==> src/rtl/eth_tx_sched.sv <==
// eth_tx_sched: shares the single ARP transmitter between queued automatic
// replies and explicit host send requests. Round-robin arbitration, level
// req / pulse done handshake towards eth_send, with an ack timeout.
module eth_tx_sched #(
    parameter int FIFO_DEPTH  = 4,
    parameter int ACK_TIMEOUT = 1024
) (
    input  logic                          i_rx_clk,
    input  logic                          rst_n,
    input  logic                          i_auto_en,
    input  logic [31:0]                   i_local_ip,
    input  logic [1:0]                    i_pkt_type,
    input  logic [47:0]                   i_SHA,
    input  logic [31:0]                   i_SPA,
    input  logic [31:0]                   i_TPA,
    input  logic                          i_host_req,
    input  logic [1:0]                    i_host_op,
    input  logic [47:0]                   i_host_tha,
    input  logic [31:0]                   i_host_tpa,
    output logic                          o_host_busy,
    output logic                          o_tx_req,
    output logic [1:0]                    o_tx_op,
    output logic [47:0]                   o_tx_tha,
    output logic [31:0]                   o_tx_tpa,
    input  logic                          i_tx_done,
    output logic [$clog2(FIFO_DEPTH):0]   o_fifo_level,
    output logic [7:0]                    o_drop_cnt,
    output logic [7:0]                    o_tmo_cnt
);

    localparam int AW = $clog2(FIFO_DEPTH);
    localparam int LW = AW + 1;
    localparam int TW = $clog2(ACK_TIMEOUT + 1);
    localparam logic [TW-1:0] TMO_LAST = TW'(ACK_TIMEOUT - 1);
    localparam logic [LW-1:0] FULL_LVL = LW'(FIFO_DEPTH);

    typedef enum logic [1:0] {
        IDLE = 2'd0,
        REQ  = 2'd1,
        GAP  = 2'd2
    } state_t;

    state_t          state;
    logic [79:0]     mem [FIFO_DEPTH];
    logic [AW-1:0]   wr_ptr;
    logic [AW-1:0]   rd_ptr;
    logic [79:0]     head;
    logic [1:0]      host_op;
    logic [47:0]     host_tha;
    logic [31:0]     host_tpa;
    logic            last_host;   // 1: host won the previous grant
    logic            cur_host;    // 1: the send in service belongs to the host
    logic [TW-1:0]   timer;

    logic push_req;
    logic auto_rdy;
    logic grant_auto;
    logic grant_host;
    logic fifo_full;
    logic accept;
    logic drop;
    logic tmo_hit;
    logic req_end;

    // Arbitration and queue bookkeeping decisions for this cycle.
    assign push_req   = (i_pkt_type == 2'b01) && i_auto_en && (i_TPA == i_local_ip);
    assign auto_rdy   = (o_fifo_level != '0);
    assign grant_host = (state == IDLE) && o_host_busy && (!auto_rdy || !last_host);
    assign grant_auto = (state == IDLE) && auto_rdy && (!o_host_busy || last_host);
    assign fifo_full  = (o_fifo_level == FULL_LVL);
    // A full queue still accepts when the head leaves in the same cycle.
    assign accept     = push_req && (!fifo_full || grant_auto);
    assign drop       = push_req && fifo_full && !grant_auto;
    assign tmo_hit    = (state == REQ) && !i_tx_done && (timer == TMO_LAST);
    assign req_end    = (state == REQ) && (i_tx_done || timer == TMO_LAST);
    assign head       = mem[rd_ptr];

    // Queue storage: {SHA, SPA} of each pending auto-reply.
    // NOTE: storage is deliberately not reset; the level counter alone says which entries are valid.
    always_ff @(posedge i_rx_clk) begin
        if (accept) mem[wr_ptr] <= {i_SHA, i_SPA};
    end

    // Queue pointers, fill level and saturating drop counter.
    // NOTE: all sequential state uses non-blocking assignments so every register samples pre-edge values.
    always_ff @(posedge i_rx_clk or negedge rst_n) begin
        if (!rst_n) begin
            wr_ptr       <= '0;
            rd_ptr       <= '0;
            o_fifo_level <= '0;
            o_drop_cnt   <= '0;
        end else begin
            if (accept)     wr_ptr <= wr_ptr + AW'(1);
            if (grant_auto) rd_ptr <= rd_ptr + AW'(1);
            case ({accept, grant_auto})
                2'b10:   o_fifo_level <= o_fifo_level + LW'(1);
                2'b01:   o_fifo_level <= o_fifo_level - LW'(1);
                default: o_fifo_level <= o_fifo_level;
            endcase
            if (drop && o_drop_cnt != 8'hFF) o_drop_cnt <= o_drop_cnt + 8'd1;
        end
    end

    // Host request latch; busy from acceptance until its send leaves REQ.
    always_ff @(posedge i_rx_clk or negedge rst_n) begin
        if (!rst_n) begin
            o_host_busy <= 1'b0;
            host_op     <= '0;
            host_tha    <= '0;
            host_tpa    <= '0;
        end else if (!o_host_busy) begin
            if (i_host_req) begin
                o_host_busy <= 1'b1;
                host_op     <= i_host_op;
                host_tha    <= i_host_tha;
                host_tpa    <= i_host_tpa;
            end
        end else if (req_end && cur_host) begin
            o_host_busy <= 1'b0;
        end
    end

    // Send sequencer: grant in IDLE, hold request in REQ, one idle cycle in GAP.
    always_ff @(posedge i_rx_clk or negedge rst_n) begin
        if (!rst_n) begin
            state     <= IDLE;
            o_tx_req  <= 1'b0;
            o_tx_op   <= '0;
            o_tx_tha  <= '0;
            o_tx_tpa  <= '0;
            cur_host  <= 1'b0;
            last_host <= 1'b0;
            timer     <= '0;
            o_tmo_cnt <= '0;
        end else begin
            case (state)
                IDLE: begin
                    timer <= '0;
                    if (grant_host) begin
                        o_tx_op   <= host_op;
                        o_tx_tha  <= host_tha;
                        o_tx_tpa  <= host_tpa;
                        cur_host  <= 1'b1;
                        last_host <= 1'b1;
                        o_tx_req  <= 1'b1;
                        state     <= REQ;
                    end else if (grant_auto) begin
                        o_tx_op   <= 2'b10;
                        o_tx_tha  <= head[79:32];
                        o_tx_tpa  <= head[31:0];
                        cur_host  <= 1'b0;
                        last_host <= 1'b0;
                        o_tx_req  <= 1'b1;
                        state     <= REQ;
                    end
                end
                REQ: begin
                    if (req_end) begin
                        o_tx_req <= 1'b0;
                        state    <= GAP;
                        if (tmo_hit && o_tmo_cnt != 8'hFF) o_tmo_cnt <= o_tmo_cnt + 8'd1;
                    end else begin
                        timer <= timer + TW'(1);
                    end
                end
                GAP: begin
                    state <= IDLE;
                end
                default: begin
                    o_tx_req <= 1'b0;
                    state    <= IDLE;
                end
            endcase
        end
    end

endmodule

==> config.mk <==
export PLATFORM = sky130hd
export DESIGN_NAME = eth_tx_sched
export DESIGN_NICKNAME = d
export VERILOG_FILES = /design/src/rtl/eth_tx_sched.sv
export SDC_FILE = /design/constraint.sdc
export NUM_CORES = 1
export LEC_CHECK = 0
export CORE_MARGIN = 3
export CORE_UTILIZATION = 43
export DETAILED_ROUTE_END_ITERATION = 10
export PLACE_DENSITY = 0.67
export SYNTH_ARGS = -nofsm -noshare
export SYNTH_HDL_FRONTEND = slang
export SYNTH_SLANG_ARGS = --single-unit
==> constraint.sdc <==
create_clock -name i_rx_clk -period 6 [get_ports i_rx_clk]
set_input_delay 1.2 -clock i_rx_clk [delete_from_list [all_inputs] [get_ports i_rx_clk]]
set_output_delay 1.2 -clock i_rx_clk [all_outputs]
set_load 0.02 [all_outputs]
==> reports/metrics.yaml, run 1 <==
pwr:
  powerDensity_nw_per_um2: 451
  vdd_ir_drop_max_mv: 0.322
  power_mw: 11.9
  leakage_nw: 9.48
worst_hold_path:
  holdCritPathClass: "reg -> reg"
sta:
  drv_slew: 0
  clock-skew-final_ps: 13.7
  layout_min_cycle_time_ps: 3780
  relSlewSlack_pct: 40.3
  setup_viol_count_final: 0
  setup_tns_ps: 0
  fin_crit_sh_pct: 63.0
  rsz0062_at_grt: "false"
  hold_viol: 0
  max_freq_mhz: 264
  worst_slew_pin_slew_ps: 896
setup_path:
  startpoint_type: "input port"
  crit_start: "i_local_ip[21]"
  r2r_start: "state[0]"
  crit_chain: "clkdlybuf4s50_1, xnor2_1, nand4_1, nor4_4, and3_2, and2_4, buf_4"
  end_kind: "register"
  cp.depth: 7
  slowest_delay_ps: 740
  crit_fanout: 50
  cp.required_ps: 6270
  r2r_end: "mem[2][75]"
  worst_ep_arrival_time_ps: 4050
  worst_path_max_delay_cell: "and2_4"
  worstSetupPathType: "in -> reg"
  reg2reg_slack_ps: 2880
  r2r_cells: 6
  critPathTopFamily: "simple AND/OR/NAND/NOR gates"
  crit_path_end: "mem[2][75]"
  critical_path_buf_inv_count: 2
route:
  drtPass1Iterations: 5
  drc_errors: 0
  avgRoutedWirePerCell_um: 20.6
  totalWireLength_mm: 45.0
  vias: 11300
  viasPerCell: 5.17
  ant_nets: 0
  drt-initial-drc-count: 603
synth:
  syn_area_sq_um: 20600
  synthAdderAreaFrac_pct: 0.523
  ys_types: 50
  synth_top_family_by_area: "multiplexers"
  yosysWarnings: 0
  muxShareOfSynthArea_pct: 17.3
  synthFlopType: "edfxtp_1"
  yosysSeqAreaShare_pct: 71.4
  syn_area_per_cell_sq_um: 17.4
  synthXorXnorAreaFrac_pct: 2.34
  netlist_instances: 1180
  synth_top_area_share_pct: 46.7
  synth_compound_area_share_pct: 2.66
  synth_edf_count: 320
  synth_area_leader_cell: "edfxtp_1"
  synthSimpleGateAreaFrac_pct: 4.43
  syn-num-nets: 1421
  async_flop_share_pct: 38.8
  ys_ff_latch: 523
  synth_area_leaders: "edfxtp_1, dfrtp_1, mux4_2"
die:
  dieArea_sq_um: 50500
  design.core.area_sq_um: 46900
  initial_core_util_pct: 43.9
  dieHeight_um: 225
  ios: 336
  row_count: 79
  die_w_um: 225
clocking:
  root_buffer: "clkbuf_16"
  cts_tree: "built"
  cts_buffers: 54
  postCtsHoldBufs: 0
  htreeDepth: 2
  cts.repair.resized: 0
  numClockSinks: 523
  insertion_delay_ps: 590
  clk_path_buf_depth: 3
  cts_setup_buffers: 0
  clkTransAtPathRegs_ps: 60
global_route:
  grt_max_degree: 120
  antenna_found_initial: 7
  grt_pass1_wl_mm: 69.8
  grt_pass1_vias: 12000
  grt_usage_pct: 18.0
  grt-ovfl-total: 0
cells_and_area:
  instances_no_fill: 2188
  fin_nets: 1771
  synthToLayoutAreaGrowth_pct: 28.6
  drive_gt1_share_pct: 17.8
  fill_cells: 3717
placement:
  numPortBuffers: 335
  gp_congestion: 0.772
  dp.final_hpwl_mm: 29.1
  dp_cells: 2081
run_status:
  status: "finished clean"
job:
  cap_violations: 0
## area by class of cell
| class | instances | area (sq um) | area share, % |
|---|---|---|---|
| flip-flops and latches | 523 | 14700 | 55.6 |
| clock inverters | 34 | 344 | 1.30 |
| multi-input cells | 596 | 5640 | 21.3 |
| well taps | 607 | 759 | 2.87 |
| repair buffers | 350 | 3520 | 13.3 |
| clock buffers | 67 | 1450 | 5.49 |
| inverters | 5 | 18.8 | 0.0710 |
| diodes | 6 | 15.0 | 0.0568 |
## per-layer routing
| metal | GRT usage (%) | vias up | wire (um) | part of all wire, % |
|---|---|---|---|---|
| li1 | - | 5212 | - | - |
| met1 | 24.8 | 5746 | 19900 | 44 |
| met2 | 28.3 | 275 | 21200 | 47 |
| met3 | 4.71 | 80 | 2790 | 6.2 |
| met4 | 5.56 | 6 | 1090 | 2.4 |
| met5 | 0 | - | 53 | 0.12 |
## where the power goes
group	internal (mW)	leakage (nW)	switching (mW)
registers	4.46	5.34	0.480
clock network	1.98	0.883	1.37
logic	1.88	3.26	1.76
## worst min-delay path by stage
stage                     depth (start not counted)            to         start
after CTS                                         2  o_tx_tpa[10]  host_tpa[10]
final                                             2  o_tx_tpa[15]  host_tpa[15]
after global routing                              1      timer[9]      timer[9]
after global placement                            2  o_tx_tha[17]  host_tha[17]
after detailed placement                          2  o_tx_tha[14]  host_tha[14]
after floorplan                                   1      timer[9]      timer[9]
## worst reg2reg max path: cells and delay by family, from the launching register on
family | cells | cell delay [ps]
flops | 1 | 410
buf+inv | 1 | 400
simple gates | 4 | 1680
compound gates | 1 | 300
## placed cells by master (no fill, tap or decap), types with 3 or more instances in the layout
master	instances
and2_4	4
and3_1	8
buf_12	4
buf_4	11
bufinv_16	6
clkbuf_1	9
clkbuf_16	55
clkbuf_8	3
clkdlybuf4s50_1	334
clkinv_1	9
clkinv_2	12
clkinv_4	3
dfrtp_1	201
diode_2	6
edfxtp_1	320
ha_1	7
inv_1	5
mux2_2	84
mux2i_1	80
mux4_2	80
nand2_1	103
nand2b_1	3
nand3_1	7
nand4_1	9
nor2_1	15
nor3_1	7
nor4_1	4
o21ai_0	76
o21ai_1	17
or4_1	3
xnor2_1	28
xor2_1	27
## state kept, by name, summed over array words and instances (netlist names), 3 cells and up
register and flops:
mem 320, host_tha 48, o_tx_tha 48, host_tpa 32
o_tx_tpa 32, timer 11, o_drop_cnt 8, o_tmo_cnt 8
o_fifo_level 3
## Yosys cell counts, drive strengths merged (2+ instances only)
library cell and number:
xor2 27, inv 5, and4 2, nor2 16
ha 7, clkbuf 33, and2 7, nand2 103
or4 4, xnor2 28, a31oi 2, and3 9
edfxtp 320, nand4 10, buf 23, nor4 6
mux2i 80, mux2 85, or3 2, mux4 80
a21o 2, nand2b 3, nor3 9, o21ai 93
nand3 7, dfrtp 203, nor2b 2
## logic make-up (layout without fill, tap and decap cells)
group	Yosys count	count (layout)
buffers and inverters	61	456
other	0	6
AOI/OAI and AO/OA	104	104
DFF	523	523
xor gates and xnor gates	55	55
adders and majority gates	8	8
and+or+nand+nor	184	184
muxes	245	245
## stage by stage
stage          area (sq um)  util, %  hold WS (ps)  worst slack, ps
2_1_floorplan         20600        -           445             1290
3_3_place_gp          24600     52.6           458             1590
3_5_place_dp          24600     52.6           465             1550
4_1_cts               26400     56.4           482             2190
5_1_grt               26400     56.4           500             2040
6_report              26400     56.4           477             2220
No activity file was read; power rests on OpenSTA's default activity.
==> run 2: changes to the inputs <==
Settings changed: PLACE_DENSITY 0.67 to 0.69.
Clock period 6 ns to 3.45 ns, I/O delays scaled along.
==> reports/metrics.yaml, run 2 (same netlist as run 1, synthesis figures left out) <==
cells_and_area:
  largest_reg_flops: 320  # unchanged
  synthToLayoutAreaGrowth_pct: 29.7
  final_design_area_no_fill_sq_um: 26700  # +0.92%
  layout_commonest_cell: "clkdlybuf4s50_1"
  drive_gt1_share_pct: 17.9  # +0.15 points
  top_register: "mem"
  fin_nets: 1780  # +0.51%
  seq_area_sq_um: 14700  # unchanged
  fill_cells: 3673  # -1.2%
  final_cell_mix: "clkdlybuf4s50_1, edfxtp_1, dfrtp_1"
  instances_no_fill: 2193  # +0.23%
  reg_top3: "mem: 320 flops, host_tha: 48 flops, o_tx_tha: 48 flops"
  final_util_pct: 57.0  # +0.52 points
  multi_input_area_sq_um: 5640  # unchanged
clocking:
  insertion_delay_ps: 580  # about the same
  clk_path_buf_depth: 3  # unchanged
  numClockSinks: 523  # unchanged
  clkTransAtPathRegs_ps: 60  # about the same
  cts_buffers: 54  # unchanged
  htreeDepth: 2  # unchanged
  cts.repair.resized: 0  # unchanged
  root_buffer: "clkbuf_16"
  cts_tree: "built"
  cts_setup_buffers: 0  # unchanged
  postCtsHoldBufs: 0  # unchanged
setup_path:
  worst_ep_arrival_time_ps: 3170  # -880 ps
  critPathTopFamily: "simple AND/OR/NAND/NOR gates"
  slowest_delay_ps: 520  # -220 ps
  end_kind: "register"
  crit_chain: "clkdlybuf4s50_1, xor2_1, or4_1, nor2_1, and3_1, nor2_1, fa_1, nand2b_1, a31oi_1, a31oi_1, xnor2_1"
  critical_path_buf_inv_count: 1  # -1
  worst_path_max_delay_cell: "or4_1"
  worstSetupPathType: "in -> reg"
  crit_fanout: 3  # -94%
  startpoint_type: "input port"
  cp.required_ps: 3900  # -2370 ps
sta:
  clock-skew-final_ps: 16.5  # +2.85 ps
  drv_slew: 0  # unchanged
  rsz0062_at_grt: "false"
  hold_viol: 0  # unchanged
  max_freq_mhz: 368
  layout_min_cycle_time_ps: 2720
  worst_slew_pin_slew_ps: 656  # -240 ps
  setup_tns_ps: 0  # unchanged
  relSlewSlack_pct: 56.3  # +16 points
  setup_viol_count_final: 0  # unchanged
  whs_ps: 70.5  # -407 ps
  fin_ws_ps: 733  # -1490 ps
  fin_crit_sh_pct: 78.7
die:
  dieArea_sq_um: 50500  # unchanged
  initial_core_util_pct: 43.9  # unchanged
  die_w_um: 225  # unchanged
  ios: 336  # unchanged
  dieHeight_um: 225  # unchanged
  row_count: 79  # unchanged
  design.core.area_sq_um: 46900  # unchanged
route:
  viasPerCell: 5.21  # +0.71%
  totalWireLength_mm: 44.7  # -0.85%
  vias: 11400  # +0.94%
  ant_nets: 0  # unchanged
  drt-initial-drc-count: 583  # -3.3%
  drc_errors: 0  # unchanged
  drtPass1Iterations: 5  # unchanged
  avgRoutedWirePerCell_um: 20.4  # -1.1%
global_route:
  grt_max_degree: 84  # -30%
  antenna_found_initial: 4  # -3
  grt_pass1_wl_mm: 70.3  # +0.74%
  grt_usage_pct: 18.0  # about the same
  grt-ovfl-total: 0  # unchanged
  grt_pass1_vias: 12300  # +2.4%
placement:
  gp_congestion: 0.788  # +2.0%
  place_area_sq_um: 24900  # +1.1%
  post-place-ws_ps: 155  # -1390 ps
  dp.final_hpwl_mm: 29.3  # +0.58%
  dp_cells: 2090  # +0.43%
  numPortBuffers: 335  # unchanged
run_status:
  status: "finished clean"
pwr:
  vdd_ir_drop_max_mv: 0.480  # +49%
  powerDensity_nw_per_um2: 780  # +73%
  power_mw: 20.8  # +74%
  leakage_nw: 9.56  # +0.82%
job:
  cap_violations: 0  # unchanged
worst_hold_path:
  holdCritPathClass: "in -> async"
-- run 2: path summary, 6_finish.rpt --
| check | start | to | slack (ps) | depth (start not counted) |
|---|---|---|---|---|
| setup / recovery | i_local_ip[6] | o_fifo_level[2] | 730 | 11 |
| hold / removal | rst_n | o_tmo_cnt[4] | 70 | 1 |
| setup reg to reg | state[0] | mem[3][34] | 970 | 6 |
| hold reg to reg | host_op[0] | o_tx_op[0] | 470 | 2 |
| max in group asynchronous | rst_n | rd_ptr[1] | 2550 | 2 |
| min in group i_rx_clk | host_op[0] | o_tx_op[0] | 470 | 2 |
-- run 2: area by class of cell --
class	count	area share, %
diodes	2	0.0188
clock buffers	83	5.81
inverters	5	0.0703
multi-input cells	596	21.1
repair buffers	359	14.2
well taps	607	2.85
flip-flops and latches	523	55.1
clock inverters	18	0.863
-- run 2: layer usage --
metal	wire [um]	global-route usage, %
met1	19400	24.3
met5	27	0
met4	847	5.00
met2	21900	29.7
met3	2480	3.93
-- run 2: worst register-to-register path, cell delays in order, from the launching register on --
cell      delay (ps)
dfrtp_1          410
or2_2            360
o211ai_1         280
and4_1           250
and3_2           330
and2_4           260
buf_12           250
-- run 2: power breakdown --
group | internal (mW) | switching (mW)
combinational | 3.37 | 3.13
clock | 3.47 | 2.30
sequential | 7.76 | 0.765
total | 14.6 | 6.20
==> run 3: changes to the inputs <==
Settings changed: PLACE_DENSITY 0.69 to 0.67.
Clock period 3.45 ns to 2.64 ns, I/O delays scaled along.
==> reports/metrics.yaml, run 3 (same netlist as run 1, synthesis figures left out) <==
sta:
  relSlewSlack_pct: 55.8  # -0.52 points
  hold_viol: 0  # unchanged
  fin_ws_ps: 154  # -579 ps
  setup_viol_count_final: 0  # unchanged
  max_freq_mhz: 402
  worst_slew_pin_slew_ps: 664  # +7.80 ps
  drv_slew: 0  # unchanged
  clock-skew-final_ps: 12.9  # -3.67 ps
  layout_min_cycle_time_ps: 2490
  rsz0062_at_grt: "false"
  fin_crit_sh_pct: 94.2
route:
  viasPerCell: 5.16  # -0.86%
  avgRoutedWirePerCell_um: 20.5  # +0.89%
  drtPass1Iterations: 5  # unchanged
  totalWireLength_mm: 45.7  # +2.4%
  drt-initial-drc-count: 645  # +11%
  vias: 11500  # +0.59%
  drc_errors: 0  # unchanged
  ant_nets: 0  # unchanged
setup_path:
  end_kind: "register"
  r2r_cells: 6  # unchanged
  worstSetupPathType: "in -> reg"
  r2r_end: "mem[3][15]"
  cp.required_ps: 3100  # -800 ps
  startpoint_type: "input port"
  r2r_start: "state[0]"
  worst_ep_arrival_time_ps: 2940  # -230 ps
  reg2reg_slack_ps: 240  # -730 ps
  crit_fanout: 2  # -1
cells_and_area:
  synthToLayoutAreaGrowth_pct: 31.0
  final_cell_mix: "clkdlybuf4s50_1, edfxtp_1, dfrtp_1"
  final_design_area_no_fill_sq_um: 27000  # +1.0%
  num_antenna_cells: 0  # -2
  drive_gt1_share_pct: 19.4  # +1.5 points
  layout_commonest_cell: "clkdlybuf4s50_1"
  top_register: "mem"
  reg_top3: "mem: 320 flops, host_tha: 48 flops, o_tx_tha: 48 flops"
  fin_nets: 1813  # +1.9%
  largest_reg_flops: 320  # unchanged
  final_util_pct: 57.5  # +0.57 points
placement:
  post-place-ws_ps: -417  # -572 ps
  place_area_sq_um: 25200  # +1.2%
  numPortBuffers: 335  # unchanged
  dp.final_hpwl_mm: 30.7  # +4.8%
  gp_congestion: 0.807  # +2.5%
job:
  cap_violations: 0  # unchanged
pwr:
  power_mw: 27.1  # +30%
  vdd_ir_drop_max_mv: 0.865  # +80%
  powerDensity_nw_per_um2: 1010  # +29%
  leakage_nw: 9.74  # +1.8%
die:
  initial_core_util_pct: 43.9  # unchanged
  design.core.area_sq_um: 46900  # unchanged
  ios: 336  # unchanged
  die_w_um: 225  # unchanged
  dieHeight_um: 225  # unchanged
  row_count: 79  # unchanged
  dieArea_sq_um: 50500  # unchanged
clocking:
  htreeDepth: 2  # unchanged
  cts_tree: "built"
  clk_path_buf_depth: 3  # unchanged
  clkTransAtPathRegs_ps: 60  # about the same
  insertion_delay_ps: 580  # about the same
  cts_setup_buffers: 0  # unchanged
  cts_buffers: 54  # unchanged
  root_buffer: "clkbuf_16"
  numClockSinks: 523  # unchanged
global_route:
  grt_pass1_wl_mm: 71.1  # +1.2%
  antenna_found_initial: 5  # +1
  grt_pass1_vias: 12300  # +0.33%
  grt_usage_pct: 18.3  # +0.28 points
  grt-ovfl-total: 0  # unchanged
  grt_max_degree: 98  # +17%
worst_hold_path:
  holdCritPathClass: "reg -> reg"
  hold_depth: 2
  hp-start: "host_tha[8]"
  hold_end: "o_tx_tha[8]"
run_status:
  status: "finished clean"
## run 3: changes by cell type in the layout (fill, tap and decap cells not counted), moves of 2 or more
cell and change:
buf_12 +5, buf_4 +27, clkbuf_1 -5, clkbuf_8 -4, clkinv_1 +9, clkinvlp_4 -2, diode_2 -2, inv_6 +2
## run 3: layout make-up
class	count	area (sq um)
clock buffer	73	1450
clock inverter	29	285
fill	3664	19900
inverter	5	18.8
multi-input combinational	596	5640
sequential	523	14700
tap	607	759
timing repair buffer	392	4100
## run 3: power breakdown
| part | total [mW] | switching, mW | internal (mW) |
|---|---|---|---|
| logic | 8.66 | 4.20 | 4.47 |
| registers | 11.1 | 0.942 | 10.1 |
| clock network | 7.39 | 3.04 | 4.35 |
## run 3: repair_timing
item	CTS	global route
hold buffers	1	0
hold endpoints to repair	64	0
setup endpoints to repair	0	0
gates resized for setup	0	0
## run 3: per-layer routing
layer | share of wire, % | vias to the layer above | track usage [%]
met5 | 0.15 | - | 0
met4 | 2.1 | 10 | 4.84
met1 | 44 | 5842 | 25.1
li1 | - | 5293 | -
met2 | 48 | 273 | 29.7
met3 | 5.8 | 74 | 4.12
## run 3: worst max-delay path by stage
stage / start / endpoint / slack, ps / depth (start not counted)
global route: i_local_ip[19] / o_fifo_level[2] / 60 / 11
floorplan: i_local_ip[31] / mem[0][0] / -60 / 6
CTS: state[0] / mem[0][79] / 190 / 6
detailed placement: i_local_ip[19] / o_fifo_level[2] / -420 / 11
finish: i_local_ip[19] / o_fifo_level[2] / 150 / 11
global placement: i_local_ip[19] / o_fifo_level[2] / -450 / 11
## run 3: metrics by stage
| step | setup TNS [ps] | cells | hold WS [ps] |
|---|---|---|---|
| floorplan | -20270 | 1180 | 232 |
| detailed placement | -106020 | 2122 | 463 |
| global route | 0 | 2225 | 501 |
| finish | 0 | 2225 | 475 |
| CTS | 0 | 2225 | 481 |
| global placement | -102520 | 2122 | 455 |
## run 3: critical path: stages
cell	delay, ps
clkdlybuf4s50_1	420
xor2_1	200
or4_1	520
nor2_1	150
and3_1	190
nor2_1	60
fa_1	370
nand2b_1	150
a31oi_1	140
a31oi_1	70
xnor2_1	130
